File: src/rtl/phase_accumulator_ctrl_if.sv
// rtl/phase_accumulator_ctrl_if.sv - control and adder-slice bus of the phase accumulator
// PHASE_ACC_HARD_SYNC_EN adds the hard-sync input to the bus.
interface phase_accumulator_ctrl_if #(
  parameter int W = 20
);
  logic         start;
  logic [W-1:0] step;
  logic         busy;
  logic         done;
  logic [W-1:0] phase;
  logic         wrap;
  logic [4:0]   add_a;
  logic [4:0]   add_b;
  logic         add_cin;
  logic [4:0]   add_sum;
  logic         add_cout;
`ifdef PHASE_ACC_HARD_SYNC_EN
  logic         sync;

  modport master (
    output start, step, add_sum, add_cout, sync,
    input  busy, done, phase, wrap, add_a, add_b, add_cin
  );

  modport slave (
    input  start, step, add_sum, add_cout, sync,
    output busy, done, phase, wrap, add_a, add_b, add_cin
  );
`else
  modport master (
    output start, step, add_sum, add_cout,
    input  busy, done, phase, wrap, add_a, add_b, add_cin
  );

  modport slave (
    input  start, step, add_sum, add_cout,
    output busy, done, phase, wrap, add_a, add_b, add_cin
  );
`endif
endinterface

File: src/rtl/phase_accumulator_ctrl.sv
// rtl/phase_accumulator_ctrl.sv - wide phase accumulator time-multiplexed over a 5-bit adder
// PHASE_ACC_HARD_SYNC_EN enables oscillator hard sync (phase forced to 0 at commit).
module phase_accumulator_ctrl #(
  parameter int NUM_SLICES = 4
) (
  input  logic                     clk,
  input  logic                     reset,
  phase_accumulator_ctrl_if.slave  bus
);
  localparam int W  = 5 * NUM_SLICES;
  localparam int SW = (NUM_SLICES > 1) ? $clog2(NUM_SLICES) : 1;
  localparam logic [SW-1:0] LAST_SLICE = SW'(NUM_SLICES - 1);

  typedef enum logic [1:0] {IDLE, ADD, COMMIT} state_t;

  state_t        r_state;
  logic [W-1:0]  r_phase;
  logic [W-1:0]  r_work;
  logic [W-1:0]  r_step;
  logic [SW-1:0] r_slice;
  logic          r_carry;
  logic          r_busy;
  logic          r_done;
  logic          r_wrap;
  logic          w_in_add;

  assign w_in_add    = (r_state == ADD);
  assign bus.add_a   = w_in_add ? r_work[5*r_slice +: 5] : 5'd0;
  assign bus.add_b   = w_in_add ? r_step[5*r_slice +: 5] : 5'd0;
  assign bus.add_cin = (w_in_add && (r_slice != '0)) ? r_carry : 1'b0;
  assign bus.busy    = r_busy;
  assign bus.done    = r_done;
  assign bus.phase   = r_phase;

`ifdef PHASE_ACC_HARD_SYNC_EN
  logic r_sync_pend;
  logic w_sync_now;

  // A sync arriving on the commit edge itself still applies to that commit.
  assign w_sync_now = r_sync_pend | bus.sync;
  assign bus.wrap   = r_wrap | ((r_state == COMMIT) && w_sync_now);
`else
  assign bus.wrap   = r_wrap;
`endif

  always_ff @(posedge clk) begin
    if (reset) begin
      r_state <= IDLE;
      r_phase <= '0;
      r_work  <= '0;
      r_step  <= '0;
      r_slice <= '0;
      r_carry <= 1'b0;
      r_busy  <= 1'b0;
      r_done  <= 1'b0;
      r_wrap  <= 1'b0;
`ifdef PHASE_ACC_HARD_SYNC_EN
      r_sync_pend <= 1'b0;
`endif
    end else begin
      r_done <= 1'b0;
      r_wrap <= 1'b0;
`ifdef PHASE_ACC_HARD_SYNC_EN
      if (bus.sync) r_sync_pend <= 1'b1;
`endif
      case (r_state)
        IDLE: begin
          if (bus.start) begin
            r_step  <= bus.step;
            r_work  <= r_phase;
            r_slice <= '0;
            r_carry <= 1'b0;
            r_busy  <= 1'b1;
            r_state <= ADD;
          end
        end
        ADD: begin
          r_work[5*r_slice +: 5] <= bus.add_sum;
          r_carry                <= bus.add_cout;
          r_slice                <= r_slice + 1'b1;
          // Top-slice carry out becomes the wrap pulse shown alongside done.
          if (r_slice == LAST_SLICE) begin
            r_slice <= '0;
            r_busy  <= 1'b0;
            r_done  <= 1'b1;
            r_wrap  <= bus.add_cout;
            r_state <= COMMIT;
          end
        end
        COMMIT: begin
`ifdef PHASE_ACC_HARD_SYNC_EN
          if (w_sync_now) begin
            r_phase     <= '0;
            r_sync_pend <= 1'b0;
          end else begin
            r_phase <= r_work;
          end
`else
          r_phase <= r_work;
`endif
          r_state <= IDLE;
        end
        default: r_state <= IDLE;
      endcase
    end
  end
endmodule

File: src/flat_wrapper.sv
// flat-port wrapper written by rule: the top's interface ports become plain ports
module phase_accumulator_ctrl_flat 
#(
  parameter int NUM_SLICES = 4
)
  (clk, reset, bus_start, bus_step, bus_add_sum, bus_add_cout, bus_busy, bus_done, bus_phase, bus_wrap, bus_add_a, bus_add_b, bus_add_cin);
  phase_accumulator_ctrl_if #(.W((5 * (4)))) bus_i ();
  input  logic clk;
  input  logic reset;
  input wire logic [$bits(bus_i.start)-1:0] bus_start;
  input wire logic [$bits(bus_i.step)-1:0] bus_step;
  input wire logic [$bits(bus_i.add_sum)-1:0] bus_add_sum;
  input wire logic [$bits(bus_i.add_cout)-1:0] bus_add_cout;
  output wire logic [$bits(bus_i.busy)-1:0] bus_busy;
  output wire logic [$bits(bus_i.done)-1:0] bus_done;
  output wire logic [$bits(bus_i.phase)-1:0] bus_phase;
  output wire logic [$bits(bus_i.wrap)-1:0] bus_wrap;
  output wire logic [$bits(bus_i.add_a)-1:0] bus_add_a;
  output wire logic [$bits(bus_i.add_b)-1:0] bus_add_b;
  output wire logic [$bits(bus_i.add_cin)-1:0] bus_add_cin;
  assign bus_i.start = bus_start;
  assign bus_i.step = bus_step;
  assign bus_i.add_sum = bus_add_sum;
  assign bus_i.add_cout = bus_add_cout;
  assign bus_busy = bus_i.busy;
  assign bus_done = bus_i.done;
  assign bus_phase = bus_i.phase;
  assign bus_wrap = bus_i.wrap;
  assign bus_add_a = bus_i.add_a;
  assign bus_add_b = bus_i.add_b;
  assign bus_add_cin = bus_i.add_cin;
  phase_accumulator_ctrl #(.NUM_SLICES(NUM_SLICES)) u_core (.clk(clk), .reset(reset), .bus(bus_i));
endmodule
File: config.mk
export PLATFORM = sky130hd
export DESIGN_NAME = phase_accumulator_ctrl_flat
export DESIGN_NICKNAME = d
export VERILOG_FILES = /design/src/rtl/phase_accumulator_ctrl_if.sv /design/src/rtl/phase_accumulator_ctrl.sv /design/src/flat_wrapper.sv
export SDC_FILE = /design/constraint.sdc
export NUM_CORES = 1
export LEC_CHECK = 0
export CAP_MARGIN = 20
export CORE_ASPECT_RATIO = 0.9
export CORE_UTILIZATION = 40
export DETAILED_ROUTE_END_ITERATION = 10
export PLACE_DENSITY_LB_ADDON = 0.3
export REMOVE_ABC_BUFFERS = 1
export SKIP_LAST_GASP = 1
export SLEW_MARGIN = 25
export SYNTH_ARGS = -nofsm -noshare
export SYNTH_HDL_FRONTEND = slang
export SYNTH_SLANG_ARGS = --single-unit
File: constraint.sdc
create_clock -name clk -period 3.8 [get_ports clk]
set_input_delay 0.76 -clock clk [delete_from_list [all_inputs] [get_ports clk]]
set_output_delay 0.76 -clock clk [all_outputs]
set_load 0.02 [all_outputs]
==> metrics list, run 1 <==
- VDD sags by at most 180 uV.
* Post-synth top area share: 0.438
* Smallest setup slack after layout: 0.436 ns
* Sum of negative setup slack: 0 ns
- Pre-Repair DR Iteration Count: 5
- Headroom to the max-slew limit came out at 0.362.
- Pin placement for this block handled 63 I/O pins.
- TritonCTS created 9 clock buffers.
* Maximum clock skew at final layout: 0.00802 ns
- Measured along the x axis, the die boundary spans 95.0 um.
- Skew-Pair Late Insertion Delay: 0.34 ns
* Reg clk slew, reported paths: 0.06 ns
- Row generation in the floorplan step produced 30 rows.
- Post-route total power: 1.51 mW
- Total of flip-flops plus latches after synthesis: 68
* # Max-Cap Violations: 0
- Routability cong.: 0.847
- Number of vias per cell: 5.27
- Setup violations, final: 0
- For this block, the initial DRC count from the detailed router was 188.
- Dividing total power by cell area gives a power density of 388 mW/mm^2.
- In the final design database the tool counted 443 nets.
- The die covers 0.00813 sq mm.
- DP Worst Slack: 0.747 ns
* Number of buffers inserted for hold repair after clock tree synthesis: 0
- Once detail routing completed, the nets flagged for antenna violations numbered 0.
- Wires add up to 7870 um.
* Data arrival time of the worst path: 2.60 ns
* Core ar.: 0.00754 sq mm
- Cell variety after synth: 34
* Slew at the pin closest to its max-slew limit: 0.956 ns
- In this run the post-CTS setup repair buffer count came out at 0.
* Worst hold margin: 0.458 ns
- Post-CTS repair changed the size of 0 cells.
- The hold violation count in the final report is 0.
- Required time of the critical path: 3.04 ns
- Relative to the synthesized area, the layout overhead comes to 25.3%.
* Crit Path Max Fanout: 18
* Number of global-route vias before repair: 2614
- Launching element type of the critical path: flop
* Critical Path End Type: output port
- The worst setup path is of the reg -> out kind.
- Clock tree synthesis found a total of 68 sinks.
* Leakage: 1.38 nW
- Setup repair after global routing left no endpoint under its margin.
- Measured along the y axis, the die boundary spans 85.7 um.
- During synthesis, Yosys emitted a total of 0 warnings.
- In the final layout, the share of cells above drive strength 1 is 0.0872.
- For this configuration, the core starts out at a cell density of 0.412.
* Clock tree from TritonCTS: yes
- For this run, the register share of the synthesized area comes to 0.438.
- The H-tree was split into 3 levels.
* Buffers on Ports: 62
* First-pass GRT wire length: 13000 um
* Final routed DRC violation total: 0
- Detailed routing inserted a total of 2684 vias.
* Synth top area cells: sky130_fd_sc_hd__dfxtp_1 44%, sky130_fd_sc_hd__nand2_1 10%, sky130_fd_sc_hd__mux4_2 7.2%
- In this run the deepest clock path goes through 2 buffers.
* Mean area per synthesized cell: 8.64 sq um
* Antenna violations before repair: 0
- Fill cells in the final layout number 719.
- CTS placed an instance of sky130_fd_sc_hd__clkbuf_8 at the clock tree root.
- The wire-length estimate of the detail-placed layout is 5460 um.
- The count of final max-slew check failures is 0.
* Highest clock frequency the design can meet: 0.297 GHz
- Dividing the final minimum period by the clock period gives 0.885.
- Dividing the detail-routed wire length by the instance count gives 15.5 um.
- Maximum number of pins on one net before global-route repair: 37
- The total overflow left after global routing is 0.
* Path category of the worst min-delay check: reg -> reg
- For the finished layout, the period the worst path requires is 3.36 ns.
* GRT Total Usage: 0.211
* Largest area contributor in the netlist: sky130_fd_sc_hd__dfxtp_1
* # diodes: 0
- Cell area after technology mapping: 0.00311 sq mm
- The run finished with clean final reports.
* Synthesized netlist cell count: 360
==> flip-flops by register name, indices dropped and copies added, names as in the netlist <==
name	flops
u_core.bus.done	1
u_core.r_work	20
u_core.bus.busy	1
u_core.bus.wrap	1
u_core.r_carry	1
u_core.r_state	2
u_core.bus.phase	20
u_core.r_step	20
u_core.r_slice	2
==> cell usage after synthesis <==
library cell and n:
sky130_fd_sc_hd__nand2b_1 3, sky130_fd_sc_hd__ha_1 5, sky130_fd_sc_hd__inv_1 18, sky130_fd_sc_hd__nand3b_1 3
sky130_fd_sc_hd__mux4_2 10, sky130_fd_sc_hd__o221a_2 4, sky130_fd_sc_hd__o21ai_0 15, sky130_fd_sc_hd__nor3b_2 1
sky130_fd_sc_hd__nand3_1 7, sky130_fd_sc_hd__clkbuf_2 1, sky130_fd_sc_hd__o21a_1 1, sky130_fd_sc_hd__buf_6 3
sky130_fd_sc_hd__and4bb_2 2, sky130_fd_sc_hd__nand4_1 10, sky130_fd_sc_hd__dfxtp_1 68, sky130_fd_sc_hd__nor3b_1 1
sky130_fd_sc_hd__buf_2 10, sky130_fd_sc_hd__buf_1 1, sky130_fd_sc_hd__o221a_1 1, sky130_fd_sc_hd__a31oi_1 1
sky130_fd_sc_hd__nor2_1 6, sky130_fd_sc_hd__clkbuf_1 11, sky130_fd_sc_hd__nor2b_1 3, sky130_fd_sc_hd__a21o_1 3
sky130_fd_sc_hd__a21oi_1 44, sky130_fd_sc_hd__buf_4 3, sky130_fd_sc_hd__nor4b_1 1, sky130_fd_sc_hd__and2_1 11
sky130_fd_sc_hd__and3_1 5, sky130_fd_sc_hd__a2bb2oi_1 5, sky130_fd_sc_hd__a221oi_1 15, sky130_fd_sc_hd__or3b_1 1
sky130_fd_sc_hd__nand2_1 86, sky130_fd_sc_hd__and3b_1 1
==> cells by family (layout without fill, tap and decap cells) <==
| family | count (synthesis) | count (layout) | share of synthesized area |
|---|---|---|---|
| AND/OR/NAND/NOR | 141 | 141 | 0.217 |
| AO/OA/AOI/OAI | 89 | 89 | 0.181 |
| flip-flops | 68 | 68 | 0.438 |
| buffers and inverters | 47 | 100 | 0.0720 |
| multiplexers | 10 | 10 | 0.0724 |
| adder cells (fa/ha/maj) | 5 | 5 | 0.0201 |
==> final cells by class <==
| cell class | instances | area, sq um | area share |
|---|---|---|---|
| Clock buffer | 13 | 159 | 0.0408 |
| Clock inverter | 2 | 10.0 | 0.00257 |
| Inverter | 18 | 67.6 | 0.0173 |
| Multi-Input combinational cell | 245 | 1530 | 0.391 |
| Sequential cell | 68 | 1360 | 0.349 |
| Tap cell | 96 | 120 | 0.0308 |
| Timing Repair Buffer | 67 | 653 | 0.168 |
==> power breakdown <==
| group | internal [mW] | switching, mW |
|---|---|---|
| Sequential | 0.747 | 0.0380 |
| Clock | 0.267 | 0.257 |
| Combinational | 0.101 | 0.0986 |
==> per-layer routing <==
| metal | share of wire | track usage |
|---|---|---|
| met2 | 0.47 | 0.334 |
| met3 | 0.046 | 0.0550 |
| met5 | 0 | 0 |
| met1 | 0.47 | 0.280 |
| met4 | 0.016 | 0.0647 |
==> final timing paths <==
path | end | depth (start not counted) | slack [ns] | startpoint
setup / recovery | bus_add_cin | 4 | 0.44 | u_core.r_slice[0]
hold / removal | u_core.r_step[15] | 2 | 0.46 | u_core.r_step[15]
setup reg to reg | u_core.r_work[7] | 5 | 1.07 | u_core.r_slice[0]
hold reg to reg | u_core.r_step[15] | 2 | 0.46 | u_core.r_step[15]
==> stage by stage <==
| stage | cell area (sq um) | utilization | instances |
|---|---|---|---|
| after floorplan | 2950 | - | 331 |
| after global placement | 3730 | 0.494 | 494 |
| after detailed placement | 3730 | 0.494 | 494 |
| after CTS | 3900 | 0.516 | 509 |
| after global routing | 3900 | 0.516 | 509 |
| final | 3900 | 0.516 | 509 |
==> cell usage in the layout, fill, tap and decap left out, types with 2 or more instances in the layout <==
| master | synthesis | layout |
|---|---|---|
| sky130_fd_sc_hd__nand4_1 | 10 | 10 |
| sky130_fd_sc_hd__nor2_1 | 6 | 6 |
| sky130_fd_sc_hd__buf_4 | 3 | 5 |
| sky130_fd_sc_hd__and3_1 | 5 | 5 |
| sky130_fd_sc_hd__nand2b_1 | 3 | 3 |
| sky130_fd_sc_hd__a21o_1 | 3 | 3 |
| sky130_fd_sc_hd__and2_1 | 11 | 11 |
| sky130_fd_sc_hd__ha_1 | 5 | 5 |
| sky130_fd_sc_hd__nand3b_1 | 3 | 3 |
| sky130_fd_sc_hd__a21oi_1 | 44 | 44 |
| sky130_fd_sc_hd__clkdlybuf4s50_1 | 0 | 61 |
| sky130_fd_sc_hd__mux4_2 | 10 | 10 |
| sky130_fd_sc_hd__nor2b_1 | 3 | 3 |
| sky130_fd_sc_hd__clkbuf_1 | 11 | 2 |
| sky130_fd_sc_hd__a221oi_1 | 15 | 15 |
| sky130_fd_sc_hd__inv_1 | 18 | 18 |
| sky130_fd_sc_hd__o21ai_0 | 15 | 15 |
| sky130_fd_sc_hd__dfxtp_1 | 68 | 68 |
| sky130_fd_sc_hd__nand3_1 | 7 | 7 |
| sky130_fd_sc_hd__a2bb2oi_1 | 5 | 5 |
| sky130_fd_sc_hd__o221a_2 | 4 | 4 |
| sky130_fd_sc_hd__nand2_1 | 86 | 86 |
| sky130_fd_sc_hd__clkbuf_8 | 0 | 11 |
| sky130_fd_sc_hd__clkinv_2 | 0 | 2 |
| sky130_fd_sc_hd__and4bb_2 | 2 | 2 |
==> worst max-delay path: stages, from the launching register on <==
cell,delay [ns]
sky130_fd_sc_hd__dfxtp_1,0.95
sky130_fd_sc_hd__inv_1,0.21
sky130_fd_sc_hd__ha_1,0.28
sky130_fd_sc_hd__nor3b_1,0.18
sky130_fd_sc_hd__clkdlybuf4s50_1,0.64
Note: power is estimated with default switching activity, not from simulation.
==> inputs of run 2 (changes only) <==
PLACE_DENSITY = 0.72   (was not set)
PLACE_DENSITY_LB_ADDON = not set   (was 0.3)
==> run 2 against run 1 <==
Final cell count rose by 0.79%. Combinational power grew 6%. Largest power group unchanged. Core utilization is 0.60 points higher. Clock-buffer cell count shrank 4. Die area is the same. Sequential power shrank 1%. Clock power is 9.5% higher. Setup slack gained 0.23 ns. Clock skew hardly changed. Flip-flop and latch count did not move.
==> metrics list, run 2 (synthesis gave the netlist of run 1 again) <==
- Launching element type of the critical path: flop
* Required time of the critical path: 3.04 ns (about the same)
- Synth-to-layout area growth: 26.7%
- Die Height: 85.7 um (unchanged)
- Maximum cell stage delay along the critical path: 0.74 ns (-0.21 ns)
- The routed length on met2 came to 3620 um (-2.2%).
- Setup Crit Path Kind: reg -> out
- Smallest setup slack after layout: 0.664 ns (+0.228 ns)
- The remaining global-route overflow was 0 (unchanged).
- The tree is rooted in a sky130_fd_sc_hd__clkbuf_8.
* Peak supply drop: 211 uV (+17%)
- DP Worst Slack: 1.05 ns (+0.300 ns)
* Clock tree from TritonCTS: yes
* NumNets Final: 446 (+0.68%)
- The clock tree skew after final layout was 0.00851 ns (+0.000486 ns).
- The reg-to-reg setup timing slack came to 1.34 ns (+0.27 ns).
- The initial detailed-routing violation count came to 194 (+3.2%).
* Crit Path Max Fanout: 14 (-4)
- Among cell families on the critical path, the largest total delay comes from buffers and inverters.
- The count of vias placed by the detailed router was 2811 (+4.7%).
* Critical Path End Type: output port
- The top cell types in the final layout, fill and taps aside, are 86 x sky130_fd_sc_hd__nand2_1, 68 x sky130_fd_sc_hd__dfxtp_1, 61 x sky130_fd_sc_hd__clkdlybuf4s50_1, 44 x sky130_fd_sc_hd__a21oi_1, 18 x sky130_fd_sc_hd__inv_1.
* Path category of the worst min-delay check: reg -> reg
- Final Hold Fails: 0 (unchanged)
- The total of max-cap violations is 0 (unchanged).
- Remaining number of nets flagged by the antenna check after routing: 0 (unchanged)
* First-pass GRT wire length: 13300 um (+2.1%)
- The endpoint identified for the worst register-to-register timing path is u_core.r_work[7].
- Reg clk slew, reported paths: 0.07 ns (about the same)
* Final routed DRC violation total: 0 (unchanged)
* Antenna violations before repair: 0 (unchanged)
- Startpoint of the lowest-slack hold path: u_core.r_step[10]
- Die area: 0.00813 sq mm (unchanged)
- Pre-Repair DR Iteration Count: 4 (-1)
* Max Root-Sink Buffers: 2 (unchanged)
- Width of the die: 95.0 um (unchanged)
- The count of pins on the block boundary came to 63 (unchanged).
- Pwr per Cell Area: 397 mW/mm^2 (+2.4%)
* Most common cell after layout, fill and taps aside: sky130_fd_sc_hd__nand2_1
* H-tree Lvls: 3 (unchanged)
- Critical Path Sink: bus_add_cin
- Buffers on Ports: 62 (unchanged)
- The highest metal layer carrying signal wires in the routed design is met4.
- Time the worst path needs with I/O delays and setup: 3.14 ns (-0.228 ns)
- Number of global-route vias before repair: 2759 (+5.5%)
* Met1 layer wirelength in the final routing: 3670 um (-0.38%)
- The number of endpoints failing setup at the final stage was 0 (unchanged).
* Core ar.: 0.00754 sq mm (unchanged)
- Run status: finished clean
* Path depth of the worst reg2reg path: 5 (unchanged)
- Number of stages on the worst setup path: 4 (unchanged)
- Number of buffers inserted for hold repair after clock tree synthesis: 0 (unchanged)
- Post-route total power: 1.56 mW (+3.6%)
* Skew-Pair Late Insertion Delay: 0.35 ns (about the same)
* Sum of negative setup slack: 0 ns (unchanged)
* Routability cong.: 0.878 (+3.7%)
- Met3 WL post-DR: 656 um (+83%)
- Number of vias per cell: 5.48 (+3.9%)
- The cell count after placement came to 497 (+0.61%).
- The final cell count without fillers is 513 (+0.79%).
- The number of CTS-inserted buffers came to 9 (unchanged).
* Launching instance or port of the critical path: u_core.r_slice[1]
- Initial core utilization: 0.412 (unchanged)
* Number of max-slew violations in the final report: 0 (unchanged)
- The post-CTS setup buffer count came to 0 (unchanged).
- The routed wire length per instance was 15.7 um (+1.8%).
- The static leakage was 1.40 nW (+1.3%).
- Period utilization: 0.825 (-0.0600)
- The largest individual stage delay along the critical path comes from the cell sky130_fd_sc_hd__dfxtp_1.
* Critical path cell sequence: inv_1 -> ha_1 -> nor3b_1 -> clkdlybuf4s50_1
* Headroom to the max-slew limit: 0.413 (+0.0517)
- Data arrival time of the worst path: 2.38 ns (-0.22 ns)
- The number of buffer and inverter stages on the critical path came to 2 (unchanged).
* GRT Total Usage: 0.211 (about the same)
* Cell Rows: 30 (unchanged)
- Resized cells post-CTS: 0 (unchanged)
* Highest clock frequency the design can meet: 0.319 GHz (+7.3%)
- The total wire length came to 8080 um (+2.6%).
* Proportion of layout cells with a drive suffix above 1: 0.101 (+0.0136)
- Setup repair after global routing left no endpoint under its margin.
- Maximum number of pins on one net before global-route repair: 36 (-2.7%)
- Slew at the pin closest to its max-slew limit: 0.880 ns (-0.0762 ns)
- The clock sink total is 68 (unchanged).
- The antenna cell count came to 0 (unchanged).
- Crit Reg-Reg Startpoint: u_core.r_slice[1]
- HPWL Detailed: 5650 um (+3.4%)
-- run 2: cell count changes in the layout (fill, tap and decap cells not counted), sizes merged --
cell / delta
clkbuf: -4
buf: +3
clkinvlp: +3
bufinv: +1
clkinv: +1
-- run 2: power breakdown --
part / internal (mW) / total (mW) / switching (mW)
clock network: 0.299 / 0.575 / 0.276
logic: 0.103 / 0.213 / 0.109
registers: 0.747 / 0.777 / 0.0298
total: 1.15 / 1.56 / 0.415
-- run 2: metrics by stage --
stage	util	hold WS (ns)	instance area, sq um
finish	0.522	0.455	3940
global route	0.522	0.478	3940
CTS	0.522	0.456	3940
detailed placement	0.497	0.447	3750
global placement	0.497	0.445	3750
floorplan	-	0.427	2950
-- run 2: metal layers --
layer / global-route usage / vias up
met5: 0 / -
met4: 0.0813 / 0
met3: 0.0567 / 16
met2: 0.323 / 109
met1: 0.282 / 1324
li1: - / 1362
-- run 2: worst min-delay path by stage --
stage / end / slack [ns] / depth (start not counted)
6_report: u_core.r_step[10] / 0.46 / 2
5_1_grt: u_core.r_step[11] / 0.48 / 2
4_1_cts: u_core.r_step[10] / 0.46 / 2
3_5_place_dp: u_core.r_step[10] / 0.45 / 2
3_3_place_gp: u_core.r_step[10] / 0.45 / 2
2_1_floorplan: u_core.r_step[10] / 0.43 / 2
-- run 2: tightest hold or removal path, cell delays in order, from the launching register on --
cell and delay (ns):
sky130_fd_sc_hd__dfxtp_1 0.31, sky130_fd_sc_hd__nand2_1 0.05, sky130_fd_sc_hd__a21oi_1 0.05
-- run 2: layout make-up --
cell class                      count  area (sq um)
Fill cell                         697          3600
Multi-Input combinational cell    245          1530
Sequential cell                    68          1360
Timing Repair Buffer               70           676
Clock buffer                        9           124
Tap cell                           96           120
Clock inverter                      7          67.6
Inverter                           18          67.6
